<file path="src/rtl/uart_cfg_if.sv">
// Host-side byte and configuration bus of uart_cfg.
// master = host, slave = UART.
interface uart_cfg_if #(
  parameter int DVSR_W = 16
);
  logic [DVSR_W-1:0] dvsr;
  logic [1:0]        data_bits;
  logic              parity_en;
  logic              parity_odd;
  logic              stop2;
  logic              rd_uart;
  logic              wr_uart;
  logic [7:0]        w_data;
  logic              clr_err;
  logic [7:0]        r_data;
  logic              rx_empty;
  logic              tx_full;
  logic              err_frame;
  logic              err_parity;
  logic              err_overrun;

  modport master (
    output dvsr, data_bits, parity_en, parity_odd, stop2,
    output rd_uart, wr_uart, w_data, clr_err,
    input  r_data, rx_empty, tx_full, err_frame, err_parity, err_overrun
  );

  modport slave (
    input  dvsr, data_bits, parity_en, parity_odd, stop2,
    input  rd_uart, wr_uart, w_data, clr_err,
    output r_data, rx_empty, tx_full, err_frame, err_parity, err_overrun
  );
endinterface

</file>
<file path="src/rtl/uart_cfg.sv">
// Runtime-configurable UART: baud tick, RX/TX FSMs, RX/TX FIFOs, sticky error flags.
// Optional macro UART_LOOPBACK_EN adds a loopback input (RX listens to TX, tx pin held high).
//
// RX states   | meaning
// R_IDLE      | waiting for rx low on a tick
// R_START     | confirming start bit at its centre
// R_DATA      | sampling data bits, LSB first
// R_PAR       | sampling parity bit
// R_STOP      | sampling the (single checked) stop bit, then push
//
// TX states   | meaning
// T_IDLE      | line high, waiting for FIFO data on a tick
// T_START     | driving start bit
// T_DATA      | driving data bits, LSB first
// T_PAR       | driving parity bit
// T_STOP      | driving 1 or 2 stop bits
module uart_cfg #(
  parameter int DVSR_W = 16,
  parameter int FIFO_W = 2,
  parameter int SB_TCK = 16
) (
  input  logic       clk,
  input  logic       reset,
  uart_cfg_if.slave  bus,
  input  logic       rx,
  output logic       tx
`ifdef UART_LOOPBACK_EN
  ,
  input  logic       loopback
`endif
);

  localparam int DEPTH = 2 ** FIFO_W;
  localparam int SW    = $clog2(2 * SB_TCK);
  localparam logic [SW-1:0]     S_HALF   = SW'(SB_TCK / 2 - 2);
  localparam logic [SW-1:0]     S_LAST   = SW'(SB_TCK - 1);
  localparam logic [SW-1:0]     S_LAST2  = SW'(2 * SB_TCK - 1);
  localparam logic [FIFO_W:0]   FULL_CNT = (FIFO_W + 1)'(DEPTH);

  typedef enum logic [2:0] {R_IDLE, R_START, R_DATA, R_PAR, R_STOP} rx_state_t;
  typedef enum logic [2:0] {T_IDLE, T_START, T_DATA, T_PAR, T_STOP} tx_state_t;

  // ---------------- baud tick ----------------
  logic [DVSR_W-1:0] tck_cnt;
  logic [DVSR_W-1:0] tck_lim;
  logic [DVSR_W-1:0] dvsr_eff;
  logic              tick;

  assign dvsr_eff = (bus.dvsr == '0) ? DVSR_W'(1) : bus.dvsr;
  assign tick     = (tck_cnt == tck_lim - DVSR_W'(1));

  // The limit is only reloaded at the wrap so a dvsr change never truncates a period.
  always_ff @(posedge clk) begin
    if (reset) begin
      tck_cnt <= '0;
      tck_lim <= dvsr_eff;
    end else if (tick) begin
      tck_cnt <= '0;
      tck_lim <= dvsr_eff;
    end else begin
      tck_cnt <= tck_cnt + 1'b1;
    end
  end

  // ---------------- serial path selection ----------------
  logic rx_meta;
  logic rx_sync;
  logic rx_in;
  logic tx_reg;

  always_ff @(posedge clk) begin
    if (reset) begin
      rx_meta <= 1'b1;
      rx_sync <= 1'b1;
    end else begin
      rx_meta <= rx;
      rx_sync <= rx_meta;
    end
  end

`ifdef UART_LOOPBACK_EN
  assign rx_in = loopback ? tx_reg : rx_sync;
  assign tx    = loopback ? 1'b1 : tx_reg;
`else
  assign rx_in = rx_sync;
  assign tx    = tx_reg;
`endif

  // ---------------- RX FSM ----------------
  rx_state_t   rx_state;
  logic [SW-1:0] rx_s;
  logic [2:0]  rx_n;
  logic [7:0]  rx_shreg;
  logic        rx_par;
  logic [1:0]  rx_nb;
  logic        rx_pe;
  logic        rx_po;
  logic        rx_push;
  logic        par_evt;
  logic        frm_evt;

  always_ff @(posedge clk) begin
    if (reset) begin
      rx_state <= R_IDLE;
      rx_s     <= '0;
      rx_n     <= '0;
      rx_shreg <= '0;
      rx_par   <= 1'b0;
      rx_nb    <= '0;
      rx_pe    <= 1'b0;
      rx_po    <= 1'b0;
      rx_push  <= 1'b0;
      par_evt  <= 1'b0;
      frm_evt  <= 1'b0;
    end else begin
      rx_push <= 1'b0;
      par_evt <= 1'b0;
      frm_evt <= 1'b0;
      if (tick) begin
        case (rx_state)
          R_IDLE: begin
            if (!rx_in) begin
              rx_state <= R_START;
              rx_s     <= '0;
              rx_nb    <= bus.data_bits;
              rx_pe    <= bus.parity_en;
              rx_po    <= bus.parity_odd;
            end
          end
          R_START: begin
            if (rx_s == S_HALF) begin
              rx_s     <= '0;
              rx_n     <= '0;
              rx_shreg <= '0;
              rx_par   <= 1'b0;
              rx_state <= rx_in ? R_IDLE : R_DATA;
            end else begin
              rx_s <= rx_s + 1'b1;
            end
          end
          R_DATA: begin
            if (rx_s == S_LAST) begin
              rx_s           <= '0;
              rx_shreg[rx_n] <= rx_in;
              rx_par         <= rx_par ^ rx_in;
              // last bit index is 4 + data_bits
              if (rx_n == {1'b1, rx_nb}) rx_state <= rx_pe ? R_PAR : R_STOP;
              else                       rx_n     <= rx_n + 1'b1;
            end else begin
              rx_s <= rx_s + 1'b1;
            end
          end
          R_PAR: begin
            if (rx_s == S_LAST) begin
              rx_s     <= '0;
              par_evt  <= ((rx_par ^ rx_in) != rx_po);
              rx_state <= R_STOP;
            end else begin
              rx_s <= rx_s + 1'b1;
            end
          end
          R_STOP: begin
            if (rx_s == S_LAST) begin
              rx_s     <= '0;
              frm_evt  <= !rx_in;
              rx_push  <= 1'b1;
              rx_state <= R_IDLE;
            end else begin
              rx_s <= rx_s + 1'b1;
            end
          end
          default: rx_state <= R_IDLE;
        endcase
      end
    end
  end

  // ---------------- RX FIFO ----------------
  logic [7:0]        rxf_mem [DEPTH];
  logic [FIFO_W-1:0] rxf_wp;
  logic [FIFO_W-1:0] rxf_rp;
  logic [FIFO_W:0]   rxf_cnt;
  logic              rxf_empty;
  logic              rxf_full;
  logic              rxf_rd;
  logic              rxf_wr;

  assign rxf_empty = (rxf_cnt == '0);
  assign rxf_full  = (rxf_cnt == FULL_CNT);
  assign rxf_rd    = bus.rd_uart && !rxf_empty;
  assign rxf_wr    = rx_push && (!rxf_full || rxf_rd);

  always_ff @(posedge clk) begin
    if (rxf_wr) rxf_mem[rxf_wp] <= rx_shreg;
  end

  always_ff @(posedge clk) begin
    if (reset) begin
      rxf_wp  <= '0;
      rxf_rp  <= '0;
      rxf_cnt <= '0;
    end else begin
      if (rxf_wr) rxf_wp <= rxf_wp + 1'b1;
      if (rxf_rd) rxf_rp <= rxf_rp + 1'b1;
      case ({rxf_wr, rxf_rd})
        2'b10:   rxf_cnt <= rxf_cnt + 1'b1;
        2'b01:   rxf_cnt <= rxf_cnt - 1'b1;
        default: rxf_cnt <= rxf_cnt;
      endcase
    end
  end

  assign bus.r_data   = rxf_empty ? 8'h00 : rxf_mem[rxf_rp];
  assign bus.rx_empty = rxf_empty;

  // ---------------- TX FIFO ----------------
  logic [7:0]        txf_mem [DEPTH];
  logic [FIFO_W-1:0] txf_wp;
  logic [FIFO_W-1:0] txf_rp;
  logic [FIFO_W:0]   txf_cnt;
  logic              txf_empty;
  logic              txf_full;
  logic              tx_pop;
  logic              txf_wr;
  logic [7:0]        tx_head;

  assign txf_empty = (txf_cnt == '0);
  assign txf_full  = (txf_cnt == FULL_CNT);
  assign txf_wr    = bus.wr_uart && (!txf_full || tx_pop);
  assign tx_head   = txf_mem[txf_rp];

  always_ff @(posedge clk) begin
    if (txf_wr) txf_mem[txf_wp] <= bus.w_data;
  end

  always_ff @(posedge clk) begin
    if (reset) begin
      txf_wp  <= '0;
      txf_rp  <= '0;
      txf_cnt <= '0;
    end else begin
      if (txf_wr) txf_wp <= txf_wp + 1'b1;
      if (tx_pop) txf_rp <= txf_rp + 1'b1;
      case ({txf_wr, tx_pop})
        2'b10:   txf_cnt <= txf_cnt + 1'b1;
        2'b01:   txf_cnt <= txf_cnt - 1'b1;
        default: txf_cnt <= txf_cnt;
      endcase
    end
  end

  assign bus.tx_full = txf_full;

  // ---------------- TX FSM ----------------
  tx_state_t     tx_state;
  logic [SW-1:0] tx_s;
  logic [2:0]    tx_n;
  logic [7:0]    tx_shreg;
  logic [1:0]    tx_nb;
  logic          tx_pe;
  logic          tx_pbit;
  logic          tx_stop2;
  logic [7:0]    tx_mask;
  logic          tx_frame_end;

  assign tx_mask      = 8'hFF >> (~bus.data_bits);
  assign tx_frame_end = (tx_state == T_STOP) && (tx_s == (tx_stop2 ? S_LAST2 : S_LAST));
  // A frame ending with data pending starts the next one on the same tick: no idle gap.
  assign tx_pop       = tick && !txf_empty && ((tx_state == T_IDLE) || tx_frame_end);

  always_ff @(posedge clk) begin
    if (reset) begin
      tx_state <= T_IDLE;
      tx_s     <= '0;
      tx_n     <= '0;
      tx_shreg <= '0;
      tx_nb    <= '0;
      tx_pe    <= 1'b0;
      tx_pbit  <= 1'b0;
      tx_stop2 <= 1'b0;
      tx_reg   <= 1'b1;
    end else if (tx_pop) begin
      tx_state <= T_START;
      tx_s     <= '0;
      tx_shreg <= tx_head;
      tx_nb    <= bus.data_bits;
      tx_pe    <= bus.parity_en;
      tx_pbit  <= (^(tx_head & tx_mask)) ^ bus.parity_odd;
      tx_stop2 <= bus.stop2;
      tx_reg   <= 1'b0;
    end else if (tick) begin
      case (tx_state)
        T_IDLE: tx_reg <= 1'b1;
        T_START: begin
          if (tx_s == S_LAST) begin
            tx_s     <= '0;
            tx_n     <= '0;
            tx_state <= T_DATA;
            tx_reg   <= tx_shreg[0];
          end else begin
            tx_s <= tx_s + 1'b1;
          end
        end
        T_DATA: begin
          if (tx_s == S_LAST) begin
            tx_s     <= '0;
            tx_shreg <= tx_shreg >> 1;
            if (tx_n == {1'b1, tx_nb}) begin
              tx_state <= tx_pe ? T_PAR : T_STOP;
              tx_reg   <= tx_pe ? tx_pbit : 1'b1;
            end else begin
              tx_n   <= tx_n + 1'b1;
              tx_reg <= tx_shreg[1];
            end
          end else begin
            tx_s <= tx_s + 1'b1;
          end
        end
        T_PAR: begin
          if (tx_s == S_LAST) begin
            tx_s     <= '0;
            tx_state <= T_STOP;
            tx_reg   <= 1'b1;
          end else begin
            tx_s <= tx_s + 1'b1;
          end
        end
        T_STOP: begin
          if (tx_frame_end) begin
            tx_s     <= '0;
            tx_state <= T_IDLE;
          end else begin
            tx_s <= tx_s + 1'b1;
          end
        end
        default: tx_state <= T_IDLE;
      endcase
    end
  end

  // ---------------- sticky errors: a new event beats clr_err ----------------
  logic err_frame_q;
  logic err_parity_q;
  logic err_overrun_q;

  always_ff @(posedge clk) begin
    if (reset) begin
      err_frame_q   <= 1'b0;
      err_parity_q  <= 1'b0;
      err_overrun_q <= 1'b0;
    end else begin
      err_frame_q   <= frm_evt | (err_frame_q & ~bus.clr_err);
      err_parity_q  <= par_evt | (err_parity_q & ~bus.clr_err);
      err_overrun_q <= (rx_push & ~rxf_wr) | (err_overrun_q & ~bus.clr_err);
    end
  end

  assign bus.err_frame   = err_frame_q;
  assign bus.err_parity  = err_parity_q;
  assign bus.err_overrun = err_overrun_q;

endmodule

</file>
<file path="src/flat_wrapper.sv">
// flat-port wrapper written by rule: the top's interface ports become plain ports
module uart_cfg_flat 
#(
  parameter int DVSR_W = 16,
  parameter int FIFO_W = 2,
  parameter int SB_TCK = 16
)
  (clk, reset, rx, tx, bus_dvsr, bus_data_bits, bus_parity_en, bus_parity_odd, bus_stop2, bus_rd_uart, bus_wr_uart, bus_w_data, bus_clr_err, bus_r_data, bus_rx_empty, bus_tx_full, bus_err_frame, bus_err_parity, bus_err_overrun);
  uart_cfg_if #(.DVSR_W(DVSR_W)) bus_i ();
  input  logic clk;
  input  logic reset;
  input  logic rx;
  output logic tx;
  input wire logic [$bits(bus_i.dvsr)-1:0] bus_dvsr;
  input wire logic [$bits(bus_i.data_bits)-1:0] bus_data_bits;
  input wire logic [$bits(bus_i.parity_en)-1:0] bus_parity_en;
  input wire logic [$bits(bus_i.parity_odd)-1:0] bus_parity_odd;
  input wire logic [$bits(bus_i.stop2)-1:0] bus_stop2;
  input wire logic [$bits(bus_i.rd_uart)-1:0] bus_rd_uart;
  input wire logic [$bits(bus_i.wr_uart)-1:0] bus_wr_uart;
  input wire logic [$bits(bus_i.w_data)-1:0] bus_w_data;
  input wire logic [$bits(bus_i.clr_err)-1:0] bus_clr_err;
  output wire logic [$bits(bus_i.r_data)-1:0] bus_r_data;
  output wire logic [$bits(bus_i.rx_empty)-1:0] bus_rx_empty;
  output wire logic [$bits(bus_i.tx_full)-1:0] bus_tx_full;
  output wire logic [$bits(bus_i.err_frame)-1:0] bus_err_frame;
  output wire logic [$bits(bus_i.err_parity)-1:0] bus_err_parity;
  output wire logic [$bits(bus_i.err_overrun)-1:0] bus_err_overrun;
  assign bus_i.dvsr = bus_dvsr;
  assign bus_i.data_bits = bus_data_bits;
  assign bus_i.parity_en = bus_parity_en;
  assign bus_i.parity_odd = bus_parity_odd;
  assign bus_i.stop2 = bus_stop2;
  assign bus_i.rd_uart = bus_rd_uart;
  assign bus_i.wr_uart = bus_wr_uart;
  assign bus_i.w_data = bus_w_data;
  assign bus_i.clr_err = bus_clr_err;
  assign bus_r_data = bus_i.r_data;
  assign bus_rx_empty = bus_i.rx_empty;
  assign bus_tx_full = bus_i.tx_full;
  assign bus_err_frame = bus_i.err_frame;
  assign bus_err_parity = bus_i.err_parity;
  assign bus_err_overrun = bus_i.err_overrun;
  uart_cfg #(.DVSR_W(DVSR_W), .FIFO_W(FIFO_W), .SB_TCK(SB_TCK)) u_core (.clk(clk), .reset(reset), .bus(bus_i), .rx(rx), .tx(tx));
endmodule
</file>
<file path="config.mk">
export PLATFORM = sky130hd
export DESIGN_NAME = uart_cfg_flat
export DESIGN_NICKNAME = d
export VERILOG_FILES = /design/src/rtl/uart_cfg_if.sv /design/src/rtl/uart_cfg.sv /design/src/flat_wrapper.sv
export SDC_FILE = /design/constraint.sdc
export NUM_CORES = 1
export LEC_CHECK = 0
export ABC_AREA = 1
export ABC_CLOCK_PERIOD_IN_PS = 6500
export CAP_MARGIN = 20
export CORE_UTILIZATION = 45
export CTS_BUF_LIST = sky130_fd_sc_hd__clkbuf_16
export DETAILED_ROUTE_END_ITERATION = 8
export SETUP_SLACK_MARGIN = 0.2
export SYNTH_ARGS = -nofsm -noshare
export SYNTH_HDL_FRONTEND = slang
export SYNTH_SLANG_ARGS = --single-unit
</file>
<file path="constraint.sdc">
create_clock -name clk -period 6.5 [get_ports clk]
set_clock_uncertainty 0.05 [all_clocks]
set_input_delay 1.625 -clock clk [delete_from_list [all_inputs] [get_ports clk]]
set_output_delay 1.625 -clock clk [all_outputs]
set_load 0.005 [all_outputs]
</file>
=== Yosys cells after proc, flatten, opt, wreduce, memory -nomap -nowiden ===
Memory sizes are Yosys's and may differ from the RTL's. A register that Yosys moved wholly into a read port is not among the register bits.
Index checks and enable logic that the tools add are counted.

* Output and inout port bits: 14
* Register bits after elaboration: 103
* Bits of input ports: 35
* Memories kept: 2
* Bits in writable memories: 64
* Logic and storage cells: 234

* Mux-type cells: 70
* Bitwise gates (word level): 20
* Add/subtract/negate cells: 14
* Magnitude comparators: 2
* Reductions and logical operators: 50
* Equality and inequality tests: 41
* Shifts and indexed selects: 1

{| class="wikitable"
|+ Memories
! memory !! depth !! width !! read ports !! clocked after memory_dff !! wr ports !! line !! source
|-
| u_core.rxf_mem || 4 || 8 || 1 || 1 || 1 || uart_cfg.sv:179 || <nowiki>logic [7:0] rxf_mem [DEPTH];</nowiki>
|-
| u_core.txf_mem || 4 || 8 || 1 || 1 || 1 || uart_cfg.sv:217 || <nowiki>logic [7:0] txf_mem [DEPTH];</nowiki>
|}

{| class="wikitable"
|+ Operator list
! cell !! number
|-
| 3-bit 2-to-1 mux || 19
|-
| 8-bit 2-to-1 mux || 7
|-
| 16-bit 2-to-1 mux || 3
|-
| 5-bit 2-to-1 mux || 6
|-
| 3-bit case mux with 5 select lines || 2
|-
| 3-bit case mux with 2 select lines || 4
|-
| 2-bit by 1-bit inequality test with 1-bit output (second input constant) || 11
|-
| 7-bit AND reduction || 3
|-
| 2-bit nonzero test || 9
|-
| 1-bit 2-to-1 mux || 17
|-
| 16-bit by 1-bit adder with 16-bit output (second input constant) || 1
|-
| 16-bit == test || 1
|-
| 16-bit zero test || 1
|-
| 8-bit case mux with 2 select lines || 1
|-
| 16-bit by 1-bit subtractor with 16-bit output (second input constant) || 1
|-
| 3-bit by 1-bit inequality test with 1-bit output (second input constant) || 5
|-
| 5-bit case mux with 3 select lines || 1
|-
| 3-bit by 1-bit adder with 3-bit output (second input constant) || 4
|-
| 3-bit by 2-bit == test with 1-bit output (second input constant) || 4
|-
| 3-bit == test (second input constant) || 4
|-
| 3-bit zero test || 4
|-
| 5-bit by 1-bit adder with 5-bit output (second input constant) || 2
|-
| 5-bit by 4-bit == test with 1-bit output (second input constant) || 2
|-
| 2-bit 2-to-1 mux || 5
|-
| other kinds (38) || 81
|}

=== Longest topological paths before layout ===
Gate-level depths: netlist of the first run.

* Word-level depth: 9
* Depth in mapped cells: 21
* Mapped depth without buffers: 20

=== Worst setup path after synthesis of the first run ===
Ideal clock, no wire load.

* Path kind: input-to-reg
* Start point: in bus_rd_uart
* End point: reg u_core.rxf_cnt[2]
* Stages on the path: 10
* Arrival: 2,941 ps
* Required time: 6,328 ps
* Slack: 3,387 ps
* Path buffers: 0
* Library setup time: 122 ps
* Cells stage by stage: inv_1 -> nand3_1 -> nand2_1 -> ha_1 -> inv_1 -> fa_1 -> a21oi_1 -> o21ai_0 -> o21ai_0 -> a21oi_1

* Longest elaborated chain between the ends: 5
* Elaborated cells on any way between the ends: 7
* Classes of those cells: 2 x eq/ne; 1 x mux; 4 x reduce/logical

{| class="wikitable"
|+ Ends and longest elaborated chain
! element !! line !! source
|-
| start: declaration || flat_wrapper.sv:19 || <nowiki>input wire logic [$bits(bus_i.rd_uart)-1:0] bus_rd_uart;</nowiki>
|-
| 1-bit logical AND * || uart_cfg.sv:190 || <nowiki>assign rxf_rd = bus.rd_uart && !rxf_empty;</nowiki>
|-
| 1-bit logical OR || uart_cfg.sv:191 || <nowiki>assign rxf_wr = rx_push && (!rxf_full || rxf_rd);</nowiki>
|-
| 1-bit logical AND || uart_cfg.sv:191 ||
|-
| 2-bit by 1-bit == test with 1-bit output or 2-bit == test (tied branches) || uart_cfg.sv:205 || <nowiki>case ({rxf_wr, rxf_rd})</nowiki>
|-
| 3-bit case mux with 2 select lines or 2-bit nonzero test (tied branches) || -- ||
|-
| end signal: assignment || uart_cfg.sv:206 || <nowiki>2'b10: rxf_cnt <= rxf_cnt + 1'b1;</nowiki>
|-
| end signal: assignment || uart_cfg.sv:207 || <nowiki>2'b01: rxf_cnt <= rxf_cnt - 1'b1;</nowiki>
|-
| end signal: assignment || uart_cfg.sv:208 || <nowiki>default: rxf_cnt <= rxf_cnt;</nowiki>
|-
| end: declaration || uart_cfg.sv:182 || <nowiki>logic [FIFO_W:0] rxf_cnt;</nowiki>
|}

Every way passes the cells marked *; elsewhere a longest branch is shown, timed or not.
A chain may end at the register's enable or synchronous reset.

==> flow_summary.toml, run 1 <==
[run_status]
status = "complete, but fails checks"
failed_checks = "DRC"

[clock_network]
post_cts_buffers = 0
cts_resized = 0
clockBufferDepth = 2
htree_levels = 4
cts_buffers = 17
clockRootBuffer = "clkbuf_16"
clk_pin_slew_ns = 0.07
clk_latency_ns = 0.43
cts_tree = "yes"
hold_buffers = 0
cts.sinks = 171

[layout]
largestRegisters = "u_core.rxf_mem (32), u_core.txf_mem (32)"
final_common_cell = "nand2_1"
nets = 1130
drive_gt1_share_pct = 5.89
syn2layout_area_growth_pct = 14.9
final_area_mm2 = 0.00971
antennaDiodeCount = 0
layout_common_cells = "nand2_1 (194), nor2_1 (154), inv_1 (122), dfxtp_1 (91), edfxtp_1 (80)"

[floorplan]
io_pins = 49
rows = 49
die_y_um = 139
die-width_um = 139
fp.dieArea_mm2 = 0.0193
coreArea_mm2 = 0.0182
start_util_pct = 46.4

[setup_path]
timing.rr.start = "u_core.tck_lim[0]"
crit_end = "bus_r_data[7]"
slowest_delay_ns = 0.69
critPathSlowestCell = "dfxtp_1"
critPathMaxFanout = 17
path_cells = "inv_1 > o21ai_0 > a21oi_1 > clkdlybuf4s50_1"
crit_family = "buffers and inverters"
critical_path_depth = 4
r2r_setup_slack_ns = 3.00
crit_arrival_ns = 2.30
crit_path_end_kind = "output port"
r2r-end = "u_core.txf_mem[0][5]"
required_ns = 4.83
path_class = "register to output port"
rr_worst_depth = 14
cp_num_buf_inv = 2
start_kind = "register"

[synthesis]
synth_ff_type = "dfxtp_1"
synth.distinct_cells = 48
syn_inst = 1034
syn-num-nets = 1091
synth_edf_count = 80
synth-seq-cells = 171
yosysSeqAreaShare_pct = 50.0
avgSynthCellArea_um2 = 8.17
synth.cell_area_mm2 = 0.00845
async_flop_share_pct = 0
yosysWarnings = 0

[route]
postRouteWirelength_mm = 17.3
vias_per_cell = 5.08
ant_nets = 0
wl_per_cell_um = 13.2
drc = 1
drt_iter0_drc = 280
firstDrtPassIters = 8
vias = 6681

[placed_design]
place_area_mm2 = 0.00911
post-place-ws_ns = 2.34
portBuffers = 48
gp_congestion = 0.809
hpwl_mm = 12.4

[global_routing]
first_global_vias = 6171
antenna_found_initial = 0
grt_usage_pct = 18.9
grt_max_degree = 36
grt_pass1_wl_mm = 29.3
overflow = 0

[sta]
rsz0062_at_grt = "no"
setup_tns_ns = 0
slew_headroom_pct = 45.9
finalHoldViolCount = 0
setup_ws_ns = 2.53
fmax_mhz = 252
worst_slew_pin_slew_ns = 0.809
finalSetupViolCount = 0
finalCritPeriodShare_pct = 61.1
min_period_ns = 3.97
slew_viol_final = 0

[min_path]
hold_path_class = "register to register"
hold_path_startpoint = "u_core.rx_meta"

[pwr]
peakVddDrop_uv = 175
power.density_mw_per_mm2 = 233
power.leakage_nw = 3.74

[job]
maxCapViolations = 0
-- cell type report --
type,count,area (µm²)
flip-flops and latches,171,4220
clock buffers,17,425
well taps,229,287
multi-input cells,701,3610
fillers,1712,8500
repair buffers,52,531
inverters,130,488
clock inverters,15,146
-- kinds of logic after synthesis --
group | share of synthesized area [%]
AND/OR/NAND/NOR | 24.8
AO/OA/AOI/OAI | 12.0
flip-flops | 50.0
buffers and inverters | 7.32
XOR/XNOR | 2.49
adder cells (fa/ha/maj) | 3.44
-- worst min-delay path by stage --
stage                     slack, ns           end  depth (start not counted)
final                          0.38  u_core.rx_in                          1
after global routing           0.42  u_core.rx_in                          1
after CTS                      0.38  u_core.rx_in                          1
after detailed placement       0.36  u_core.rx_in                          1
after global placement         0.35  u_core.rx_in                          1
after floorplan                0.34  u_core.rx_in                          1
-- routing by layer --
layer	vias to the layer above	routed length [µm]	GRT usage, %
met1	3065	8720	25.5
met5	-	0	0
met3	15	426	2.90
li1	3508	-	-
met4	0	170	6.02
met2	93	7980	31.1
-- synthesized netlist by cell type (all sizes together) (3+ instances only) --
cell	count	area, µm²
a211oi	7	52.6
a21oi	78	394
buf	3	21.3
clkbuf	29	109
clkinv	3	11.3
dfxtp	91	1820
edfxtp	80	2400
ha	20	250
inv	127	477
nand2	196	741
nand3	57	320
nand3b	5	37.5
nand4	14	106
nor2	160	636
nor3	19	105
nor3b	8	60.1
nor4	4	25.0
o21a	6	45.0
o21ai	72	360
o22a	6	52.6
or2	7	43.8
xnor2	11	96.3
xor2	13	114
-- power breakdown --
part | total (mW) | internal [mW] | switching [mW]
logic | 0.125 | 0.0522 | 0.0724
clock network | 0.980 | 0.509 | 0.471
registers | 1.16 | 1.14 | 0.0129
-- through the flow --
stage	hold WS [ns]	util, %	instances	power [mW]
final	0.383	53.3	1315	2.26
after global routing	0.418	53.3	1315	2.34
after CTS	0.381	53.2	1314	2.28
after detailed placement	0.364	50.0	1282	1.30
after global placement	0.354	50.0	1282	1.30
after floorplan	0.339	-	1034	1.26
No activity file was read; power rests on OpenSTA's default activity.
==> run 2: changes to the inputs <==
- ABC_CLOCK_PERIOD_IN_PS: 6500 -> 3400
- PLACE_DENSITY: default -> 0.65
- clock period: 6.5 -> 3.4 ns (I/O delays scaled with it)
==> run 2 against run 1 <==
Effect of this change:
- the run still ends with DRC left
- largest power group unchanged
- clock power is 91% higher
- wire length up 2.4%
- critical endpoint is now bus_r_data[3]
- core utilization increased by 0.66 points
- highest routed layer unchanged
==> flow_summary.toml, run 2 (same netlist as run 1, synthesis figures left out) <==
[floorplan]
die_y_um = 139
fp.dieArea_mm2 = 0.0193
start_util_pct = 46.4
io_pins = 49
rows = 49
coreArea_mm2 = 0.0182
die-width_um = 139

[global_routing]
grt_pass1_wl_mm = 30.3
first_global_vias = 6362
grt_usage_pct = 19.5
antenna_found_initial = 0
grt_max_degree = 35
overflow = 0

[setup_path]
required_ns = 2.50
path_class = "register to output port"
timing.rr.start = "u_core.tck_lim[0]"
crit_arrival_ns = 2.03
crit_path_end_kind = "output port"
start_kind = "register"
critPathMaxFanout = 9

[placed_design]
hpwl_mm = 12.6
portBuffers = 48
gp_congestion = 0.878

[route]
drc = 3
ant_nets = 0
vias = 6760
wl_per_cell_um = 13.3
firstDrtPassIters = 7
postRouteWirelength_mm = 17.7
drt_iter0_drc = 381
vias_per_cell = 5.08

[job]
maxCapViolations = 0

[sta]
holdWs_ns = 0.357
slew_viol_final = 0
finalSetupViolCount = 0
fmax_mhz = 341
slew_headroom_pct = 64.9
finalHoldViolCount = 0
worst_slew_pin_slew_ns = 0.525
setup_tns_ns = 0
finalCritPeriodShare_pct = 86.2
rsz0062_at_grt = "yes"
min_period_ns = 2.93

[clock_network]
clockBufferDepth = 2
clockRootBuffer = "clkbuf_16"
hold_buffers = 0
htree_levels = 4
cts_buffers = 17
clk_pin_slew_ns = 0.06
cts.sinks = 171
clk_latency_ns = 0.43
cts_tree = "yes"

[run_status]
failed_checks = "DRC"
status = "complete, but fails checks"

[layout]
antennaDiodeCount = 0
layout_common_cells = "nand2_1 (194), nor2_1 (151), inv_1 (123), dfxtp_1 (89), edfxtp_1 (80)"
regArea_mm2 = 0.00423
drive_gt1_share_pct = 7.54
fill_cells = 1690
multi_input_area_mm2 = 0.00362
syn2layout_area_growth_pct = 16.3
final_common_cell = "nand2_1"
nets = 1145
largestRegisters = "u_core.rxf_mem (32), u_core.txf_mem (32)"

[pwr]
fin_total_pwr_mw = 4.33
power.density_mw_per_mm2 = 440
peakVddDrop_uv = 337
power.leakage_nw = 3.82

[min_path]
hold_path_startpoint = "u_core.rx_meta"
hold_path_class = "register to register"
run 2: layout make-up:
class | count | area share [%]
clock inverter | 14 | 1.21
sequential | 171 | 43.0
multi-input combinational | 701 | 36.9
clock buffer | 18 | 4.58
timing repair buffer | 67 | 6.47
tap | 229 | 2.92
inverter | 130 | 4.96
run 2: timing repair:
action | in CTS | in global routing
setup endpoints to repair | 0 | 48
buffers inserted | 0 | 4
gates resized for setup | 0 | 7
run 2: worst paths after layout:
| check | slack (ns) | depth (start not counted) | end |
|---|---|---|---|
| setup / recovery | 0.47 | 5 | bus_r_data[3] |
| hold / removal | 0.36 | 1 | u_core.rx_in |
| setup reg to reg | 0.51 | 16 | u_core.txf_mem[2][7] |
| hold reg to reg | 0.36 | 1 | u_core.rx_in |
run 2: where the power goes:
part           total (mW)  leakage, nW  switching (mW)  internal (mW)
registers            2.21         1.48          0.0243           2.19
clock network        1.87        0.283           0.821           1.05
logic               0.243         2.05           0.142          0.101
run 2: critical path, cell delays in order, from the launching register on:
cell	delay, ns
dfxtp_2	0.44
inv_1	0.21
nor2_1	0.14
o21ai_0	0.09
a21oi_1	0.18
clkdlybuf4s50_1	0.53
run 2: layer usage:
layer  global-route usage, %  wire [µm]  vias up
met5                       0          0        -
met2                    30.8       8090      135
met4                    6.14        246        0
met1                    26.7       8650     3078
li1                        -          -     3525
met3                    4.18        724       22
run 2: per-stage QoR:
stage / utilization (%) / instances / cell area (µm²) / setup WS, ns
floorplan: - / 1034 / 8450 / 0.610
CTS: 53.6 / 1326 / 9770 / 0.272
detailed placement: 50.5 / 1294 / 9200 / 0.393
global placement: 50.5 / 1294 / 9200 / 0.527
global route: 54.0 / 1330 / 9830 / 0.196
finish: 54.0 / 1330 / 9830 / 0.470
==> run 3: changes to the inputs <==
- CORE_UTILIZATION: 45 -> 40
- PLACE_DENSITY: 0.65 -> default
==> run 3 against run 2 <==
Effect of this change:
- the flow now finishes without violations
- clock power is 3% higher
- sequential power hardly changed
- setup slack worse by 0.077 ns
- total power is 1.1% higher
- critical path depth is 1 higher
- register-to-register slack worse by 0.03 ns
- global-route usage is 2.3 points lower
- combinational power hardly changed
- design area is 0.45% higher
- non-clock buffer count is 3 lower
- worst hold slack better by 0.0064 ns
==> flow_summary.toml, run 3 (same netlist as run 1, synthesis figures left out) <==
[placed_design]
place_area_mm2 = 0.00926
portBuffers = 48
gp_congestion = 0.844
dp.cells = 1336
hpwl_mm = 12.9

[sta]
holdWs_ns = 0.363
slew_viol_final = 0
finalCritPeriodShare_pct = 88.4
slew_headroom_pct = 64.2
fmax_mhz = 333
finalHoldViolCount = 0
setup_tns_ns = 0
finalSetupViolCount = 0
min_period_ns = 3.01
rsz0062_at_grt = "no"
worst_slew_pin_slew_ns = 0.536

[global_routing]
grt_usage_pct = 17.2
antenna_found_initial = 0
grt_max_degree = 35
overflow = 0
grt_pass1_wl_mm = 29.6
first_global_vias = 6172

[layout]
final_common_cell = "nand2_1"
multi_input_area_mm2 = 0.00362
drive_gt1_share_pct = 7.19
fill_cells = 1963
final_area_mm2 = 0.00987
antennaDiodeCount = 0
layout_common_cells = "nand2_1 (194), nor2_1 (153), inv_1 (122), dfxtp_1 (91), edfxtp_1 (80)"
fin_cells = 1368
largestRegisters = "u_core.rxf_mem (32), u_core.txf_mem (32)"
syn2layout_area_growth_pct = 16.8
nets = 1142
regArea_mm2 = 0.00422

[route]
drc = 0
firstDrtPassIters = 5
drt_iter0_drc = 340
ant_nets = 0
vias_per_cell = 4.88
vias = 6670
postRouteWirelength_mm = 17.8
wl_per_cell_um = 13.0

[setup_path]
required_ns = 2.50
path_class = "register to output port"
crit_arrival_ns = 2.11
path_cells = "buf_4 > nor2_1 > nor2_1 > o21ai_0 > a21oi_1 > clkdlybuf4s50_1"
slowest_delay_ns = 0.53
rr_worst_depth = 18
crit_path_end_kind = "output port"
critPathMaxFanout = 11
critPathSlowestCell = "clkdlybuf4s50_1"
cpMostUsedCell = "nor2_1"
start_kind = "register"

[floorplan]
io_pins = 49
start_util_pct = 41.2
coreArea_mm2 = 0.0205
fp.dieArea_mm2 = 0.0217
die_y_um = 147
rows = 52
die-width_um = 147

[clock_network]
hold_buffers = 0
post_cts_buffers = 0
cts_tree = "yes"
cts.sinks = 171
clk_pin_slew_ns = 0.07
cts_buffers = 17
clockBufferDepth = 2
cts_resized = 0
clk_latency_ns = 0.43
clockRootBuffer = "clkbuf_16"
htree_levels = 4

[min_path]
hold_path_class = "register to register"
holdPathStages = 1

[run_status]
status = "complete, no violations"

[pwr]
power.leakage_nw = 3.81
power.density_mw_per_mm2 = 443
peakVddDrop_uv = 357

[job]
maxCapViolations = 0
run 3: worst paths after layout:
path | startpoint | end | slack, ns
worst max-delay path | register | bus_r_data[4] | 0.39
worst min-delay path | u_core.rx_meta | u_core.rx_in | 0.36
worst max register to register | u_core.tck_lim[0] | u_core.txf_cnt[2] | 0.48
worst min register to register | u_core.rx_meta | u_core.rx_in | 0.36
run 3: area by class of cell:
type | instances | share of cell area, %
clock buffer | 17 | 4.31
tap | 270 | 3.42
timing repair buffer | 64 | 6.08
sequential | 171 | 42.8
multi-input combinational | 701 | 36.7
clock inverter | 15 | 1.76
inverter | 130 | 4.94
run 3: stage by stage:
step	setup slack (ns)	utilization (%)	power, mW
after global routing	0.231	48.2	4.54
final	0.394	48.2	4.37
after floorplan	0.610	-	2.40
after global placement	0.526	45.2	2.49
after CTS	0.385	48.1	4.42
after detailed placement	0.417	45.2	2.50
run 3: report_power, final:
part	switching (mW)	total [mW]	internal [mW]
combinational	0.141	0.242	0.100
clock	0.933	1.93	0.993
sequential	0.0231	2.21	2.18
total	1.10	4.37	3.28
run 3: critical path, delay by kind of cell (launching register included):
kind	cells	cell delay (ns)
AOI/OAI and AO/OA	2	0.29
buffers and inverters	2	0.76
DFF	1	0.46
and+or+nand+nor	2	0.16
run 3: metal layers:
layer  track usage [%]  share of wire (%)  up-vias
met5                 0                  0        -
met4              5.93                1.4        0
met3              3.04                3.0       18
met2              28.0                 47       93
met1              23.0                 49     3036
li1                  -                  -     3523
